===== config.mk =====
export PLATFORM = sky130hd
export DESIGN_NAME = upl_tx
export DESIGN_NICKNAME = d
export VERILOG_FILES = /design/src/rtl/upl_tx.sv
export SDC_FILE = /design/constraint.sdc
export NUM_CORES = 1
export LEC_CHECK = 0
export CAP_MARGIN = 20
export CORE_AREA = 2 2 69 71
export CTS_CLUSTER_DIAMETER = 40
export DETAILED_ROUTE_END_ITERATION = 12
export DIE_AREA = 0 0 71 73
export PLACE_DENSITY = 0.73
export RECOVER_POWER = 25
export SYNTH_ARGS = -nofsm -noshare
export SYNTH_HDL_FRONTEND = slang
export SYNTH_SLANG_ARGS = --single-unit

===== constraint.sdc =====
create_clock -name clk -period 1.95 [get_ports clk]
set_input_delay 0.39 -clock clk [delete_from_list [all_inputs] [get_ports clk]]
set_output_delay 0.39 -clock clk [all_outputs]
set_load 0.01 [all_outputs]

===== src/rtl/upl_tx.sv =====
// upl_tx: serializes 15-bit uplink words as MSB-first dual-rail pulses on UPL0/UPL1
// with a fixed inter-word gap; key mode expands a 5-bit key into {k, ~k, k}.
module upl_tx #(
  parameter int BIT_PERIOD  = 16,
  parameter int PULSE_WIDTH = 4,
  parameter int GAP_SLOTS   = 3
) (
  input  logic        clk,
  input  logic        rst,
  input  logic        word_valid,
  output logic        word_ready,
  input  logic        key_mode,
  input  logic [14:0] word_data,
  input  logic        BLKUPL_,
  output logic        UPL0,
  output logic        UPL1,
  output logic        busy,
  output logic        word_done
);
  localparam int SW = $clog2(BIT_PERIOD);
  localparam int GW = $clog2(GAP_SLOTS + 2);
  typedef enum logic [1:0] {IDLE, SEND, GAP} state_t;
  state_t        r_state;
  logic [14:0]   r_sr;
  logic [3:0]    r_bit;
  logic [SW-1:0] r_slot;
  logic [GW-1:0] r_gap;
  logic          r_upl0, r_upl1, r_done;
  logic          w_accept, w_last, w_pulse;
  logic [14:0]   w_load;
  always_comb begin
    word_ready = (r_state == IDLE) & BLKUPL_ & ~rst;
    w_accept   = word_valid & word_ready;
    w_last     = r_slot == SW'(BIT_PERIOD - 1);
    w_pulse    = (r_state == SEND) && (int'(r_slot) < PULSE_WIDTH);
    w_load     = key_mode ? {word_data[4:0], ~word_data[4:0], word_data[4:0]} : word_data;
  end
  assign busy      = r_state != IDLE;
  assign UPL0      = r_upl0;
  assign UPL1      = r_upl1;
  assign word_done = r_done;
  // Line registers look at the pre-edge state, so the first pulse lands one cycle after accept.
  always_ff @(posedge clk) begin
    if (rst) begin
      r_state <= IDLE;
      r_sr    <= '0;
      r_bit   <= '0;
      r_slot  <= '0;
      r_gap   <= '0;
      r_upl0  <= 1'b0;
      r_upl1  <= 1'b0;
      r_done  <= 1'b0;
    end else begin
      r_done <= 1'b0;
      r_upl1 <= w_pulse & r_sr[14];
      r_upl0 <= w_pulse & ~r_sr[14];
      case (r_state)
        IDLE: if (w_accept) begin
          r_sr    <= w_load;
          r_bit   <= 4'd14;
          r_slot  <= '0;
          r_state <= SEND;
        end
        SEND: begin
          r_slot <= w_last ? '0 : r_slot + 1'b1;
          if (w_last) begin
            r_sr  <= r_sr << 1;
            r_bit <= r_bit - 4'd1;
            if (r_bit == 4'd0) begin
              r_gap   <= '0;
              r_done  <= GAP_SLOTS == 0;
              r_state <= GAP_SLOTS == 0 ? IDLE : GAP;
            end
          end
        end
        GAP: begin
          r_slot <= w_last ? '0 : r_slot + 1'b1;
          if (w_last) begin
            r_gap <= r_gap + 1'b1;
            if (r_gap == GW'(GAP_SLOTS - 1)) begin
              r_done  <= 1'b1;
              r_state <= IDLE;
            end
          end
        end
        default: r_state <= IDLE;
      endcase
    end
  end
endmodule

After elaboration in Yosys (flattened, before gate mapping)
Cells that the tools add are included.
{"block": "word_totals", "output_inout_bits": 5, "reg_bits": 31}
{"block": "classes", "n_addsub": 3, "reduce_logical": 13, "bitwise": 10, "magnitude_cmp": 1, "eq_ne": 9, "n_mux": 21}
{"op": "15-bit 2-to-1 mux", "n": 3}
{"op": "15-bit case mux with 2 select lines", "n": 1}
{"op": "4-bit 2-to-1 mux", "n": 4}
{"op": "4-bit case mux with 2 select lines", "n": 2}
{"op": "2-bit 2-to-1 mux", "n": 5}
{"op": "3-bit 2-to-1 mux", "n": 3}
{"op": "2-bit != test, second input constant", "n": 4}
{"op": "2-bit nonzero test", "n": 4}
{"op": "2-bit case mux with 3 select lines", "n": 1}
{"op": "3-bit case mux with 2 select lines", "n": 1}
{"op": "1-bit bitwise AND", "n": 5}
{"op": "5-bit NOT", "n": 1}
{"op": "5-bit AND reduction", "n": 1}
{"op": "4-bit by 1-bit adder with 4-bit output, second input constant", "n": 1}
{"op": "4-bit == test, second input constant", "n": 1}
{"op": "4-bit logical NOT", "n": 1}
{"op": "4-bit by 3-bit less-than comparator with 1-bit output, second input constant", "n": 1}
{"op": "1-bit NOT", "n": 4}
{"op": "4-bit AND reduction", "n": 1}
{"op": "4-bit by 1-bit subtractor with 4-bit output, second input constant", "n": 1}
{"op": "3-bit by 1-bit adder with 3-bit output, second input constant", "n": 1}
{"op": "3-bit by 2-bit == test with 1-bit output, second input constant", "n": 1}
{"op": "3-bit AND reduction", "n": 1}
{"op": "3-bit OR reduction", "n": 1}
{"op": "other kinds (8)", "n": 8}

Longest topological paths before layout
{"block": "depth", "ltp_word": 6, "depth_mapped": 8, "ltp_nobuf": 6}

Least setup slack after synthesis
Ideal clock, no wire load.
{"block": "synth_path", "path_kind": "flip-flop to flip-flop", "startpoint": "reg r_slot[0]", "endpoint": "reg r_state[0]", "stages_incl_launch_ff": 6, "period_less_slack_ns": 1.956, "path_slack_ns": -0.006, "arrival_ns": 1.885, "required_ns": 1.878, "n_path_buf": 0, "setup_time_ns": 0.072, "path_cell_list": "dfxtp_1 > ha_1 > nand3_2 > or4b_4 > a222oi_1 > mux2i_1"}
{"block": "synth_via", "elab_chain_cells": 3, "word_cells_on_any_way": 4, "classes_between": "eq/ne (3); reduce/logical (1)"}
{"item": "start, declared", "line_no": "26", "source": "logic [SW-1:0] r_slot;"}
{"item": "start signal, assigned", "line_no": "65", "source": "r_slot <= w_last ? '0 : r_slot + 1'b1;"}
{"item": "start signal, assigned", "line_no": "77", "source": "r_slot <= w_last ? '0 : r_slot + 1'b1;"}
{"item": "4-bit == test (*)", "line_no": "34", "source": "w_last = r_slot == SW'(BIT_PERIOD - 1);"}
{"item": "2-bit != test (no source line)"}
{"item": "5-bit AND reduction (no source line) (*)"}
{"item": "end signal, assigned", "line_no": "72", "source": "r_state <= GAP_SLOTS == 0 ? IDLE : GAP;"}
{"item": "end, declared", "line_no": "23", "source": "state_t r_state;"}
Every way passes the cells marked *; elsewhere a longest branch is shown, timed or not.
A chain may end at the register's enable or synchronous reset.

Worst setup path after layout
Same ends and word-level chain as after synthesis.

==> flow_summary.yaml <==
place:
  place_inst: 282
  gp_congestion: 0.7148
  numPortBuffers: 24
  dp_slack_ns: -0.02971
  dpl.hpwl_mm: 2.471
power:
  ir_drop_uv: 549.9
  powerDensity_nw_per_um2: 1222
  p_leak_nw: 0.8576
  p_total_mw: 2.682
sta:
  finClkSkew_ns: 0.005738
  period_needed_ns: 1.868
  worstMarginPinSlew_ns: 0.4233
  setup_ws_ns: 0.08246
  fmax_mhz: 535.5
  holdWs_ns: 0.4502
  slew_viol_final: 0
  setup_viol: 0
  setup_tns_ns: 0
  slew_headroom_pct: 71.78
  final.period_utilization_pct: 95.77
  hold_viol: 0
  rsz0062_at_grt: "true"
clock_tree:
  clk_path_buf_depth: 2
  cts_root_buf: "clkbuf_8"
  ctsHoldBuffers: 0
  cts_sinks: 31
  clk_latency_ns: 0.28
  htreeDepth: 2
  cts_buffers: 5
  clk_pin_slew_ns: 0.07
  tritoncts: "yes"
die:
  core_sq_um: 4536
  die_y_um: 73
  die_area_sq_um: 5183
  start_util_pct: 36.74
  rows: 25
  die_w_um: 71
  io_pins: 25
global_route:
  grt_overflow: 0
  antenna_found_initial: 0
  grt_max_degree: 36
  grt_use_total_pct: 14.35
  grt_pass1_vias: 1394
  grt_pass1_wl_mm: 5.913
setup_path:
  critPathLaunchType: "flip-flop"
  required_ns: 2.17
  r2r-end: "r_state[0]"
  end_kind: "flip-flop"
  rrSetupSlack_ns: 0.08
  reg2reg_from: "r_slot[0]"
  path_max_fanout: 4
  reg2regPathDepth: 6
  cp.arrival_ns: 2.08
  criticalPathCategory: "reg2reg"
detailed_routing:
  firstDrtPassIters: 4
  drc: 0
  first_iter_violations: 43
  postRouteAntennaNets: 0
  vias: 1473
  wire_per_inst_um: 11.80
  wl_mm: 3.423
  vias_per_cell: 5.079
min_path:
  hold_path_end: "r_sr[8]"
  hp-class: "reg2reg"
  whs_path_depth: 2
  min_from: "r_sr[8]"
yosys:
  synth_nets: 227
  synth.distinct_cells: 34
  ys_seq_area_share_pct: 37.24
  yosys.area.top_type_share_pct: 37.24
  synth_area_leaders: "dfxtp_1 (37%), mux2i_1 (11%), ha_1 (6.0%)"
  syn_area_sq_um: 1667
  synth_top_cell_by_area: "dfxtp_1"
  yosysWarnings: 0
  synthCells: 199
  avgSynthCellArea_sq_um: 8.375
  ys_ff_latch: 31
cells_and_area:
  seq_area_sq_um: 623.1
  multi_input_area_sq_um: 975.9
  syn2layout_area_growth_pct: 31.68
  instances_no_fill: 290
  layout-drive-gt1-share_pct: 13.14
  fill_cells: 445
  n_antenna_cell: 0
  nNetsFinal: 263
run:
  drv_cap: 0
status:
  status: "finished, final reports clean"
[Yosys cell counts, drive strengths merged]
| library cell | instances |
|---|---|
| dfxtp | 31 |
| nand2 | 26 |
| a21oi | 19 |
| mux2i | 19 |
| nand2b | 16 |
| inv | 12 |
| clkbuf | 11 |
| nor2 | 9 |
| ha | 8 |
| o21ai | 8 |
| a211oi | 5 |
| o211ai | 5 |
| a311oi | 3 |
| nor3 | 3 |
| a21o | 2 |
| nand3 | 2 |
| nand3b | 2 |
| nor3b | 2 |
| or3 | 2 |
| a21boi | 1 |
| a222oi | 1 |
| a22o | 1 |
| a22oi | 1 |
| a32oi | 1 |
| and3 | 1 |
| buf | 1 |
| nand4 | 1 |
| nand4b | 1 |
| nor2b | 1 |
| nor4b | 1 |
| o2bb2ai | 1 |
| or3b | 1 |
| or4b | 1 |
[per-layer routing]
metal	up-vias	GRT usage, %	share of wire, %
met5	-	0	0
met4	0	4.403	1.2
met3	6	4.834	4.8
met2	36	25.03	47
met1	669	16.71	47
li1	762	-	-
[worst max-delay path by stage]
stage | startpoint | end | slack [ns] | cells past startpoint
final | r_slot[0] | r_state[0] | 0.08 | 6
after global routing | r_slot[0] | r_state[1] | -0.03 | 6
after CTS | r_slot[1] | r_state[0] | 0.009 | 6
after detailed placement | rst | r_bit[0] | -0.03 | 6
after global placement | BLKUPL_ | word_ready | -0.02 | 3
after floorplan | r_slot[0] | r_state[0] | 0.01 | 5
[power by group]
| part | total, mW | switching [mW] | internal, mW |
|---|---|---|---|
| clock network | 0.657 | 0.243 | 0.413 |
| registers | 0.886 | 0.0930 | 0.793 |
| logic | 1.14 | 0.624 | 0.515 |
[layout by cell type, fill, tap and decap left out, types with 2 or more instances in the layout]
cell type        netlist  layout
dfxtp_1               31      29
nand2_1               26      26
clkdlybuf4s50_1        0      22
mux2i_1               19      19
a21oi_1               19      19
buf_4                  0      17
nand2b_1              16      16
inv_1                 12      12
nor2_1                 9       9
o21ai_0                8       8
ha_1                   8       7
clkbuf_8               0       6
o211ai_1               5       5
a211oi_1               5       5
nor3_1                 3       3
a311oi_1               3       3
nor3b_1                2       2
nand3b_1               2       2
a21o_1                 2       2
or3_1                  2       2
dlygate4sd2_1          0       2
dfxtp_2                0       2
[stage by stage]
stage / util (%) / area [sq um]
2_1_floorplan: - / 1667
3_3_place_gp: 45.35 / 2057
3_5_place_dp: 45.35 / 2057
4_1_cts: 47.97 / 2176
5_1_grt: 48.39 / 2195
6_report: 48.39 / 2195
[state kept, by name (all words and copies together), names as in the netlist]
register / count
r_sr: 15
r_bit: 4
r_slot: 4
r_gap: 3
r_state: 2
UPL0: 1
UPL1: 1
word_done: 1
[layout make-up]
type / instances / area share (%)
Sequential cell: 31 / 28.39
Clock buffer: 6 / 3.763
Multi-Input combinational cell: 144 / 44.47
Clock inverter: 2 / 1.596
Timing Repair Buffer: 41 / 16.65
Tap cell: 54 / 3.079
Inverter: 12 / 2.052
[cells by family (layout without fill, tap and decap cells)]
logic type	count (synthesis)	in the layout	share of synthesized area, %
and+or+nand+nor	69	69	21.77
AOI/OAI and AO/OA	48	48	18.17
DFF	31	31	37.24
buffers and inverters	24	61	5.405
muxes	19	19	11.41
adders and majority gates	8	8	6.006
[what timing repair did]
item / 4_1_cts / 5_1_grt
pin swaps: 2 / 2
setup endpoints to repair: 4 / 2
setup buffers: 0 / 0
endpoints found under the hold margin: 0 / 0
gates cloned: 0 / 0
gates resized for setup: 4 / 3
[critical path, cell delays in order, from the launching register on]
cell and delay, ns:
dfxtp_2 0.35, ha_4 0.15, nand3_4 0.08, or4b_4 0.54, a222oi_1 0.33, buf_4 0.18
mux2i_1 0.16
No activity file was read; power rests on OpenSTA's default activity.
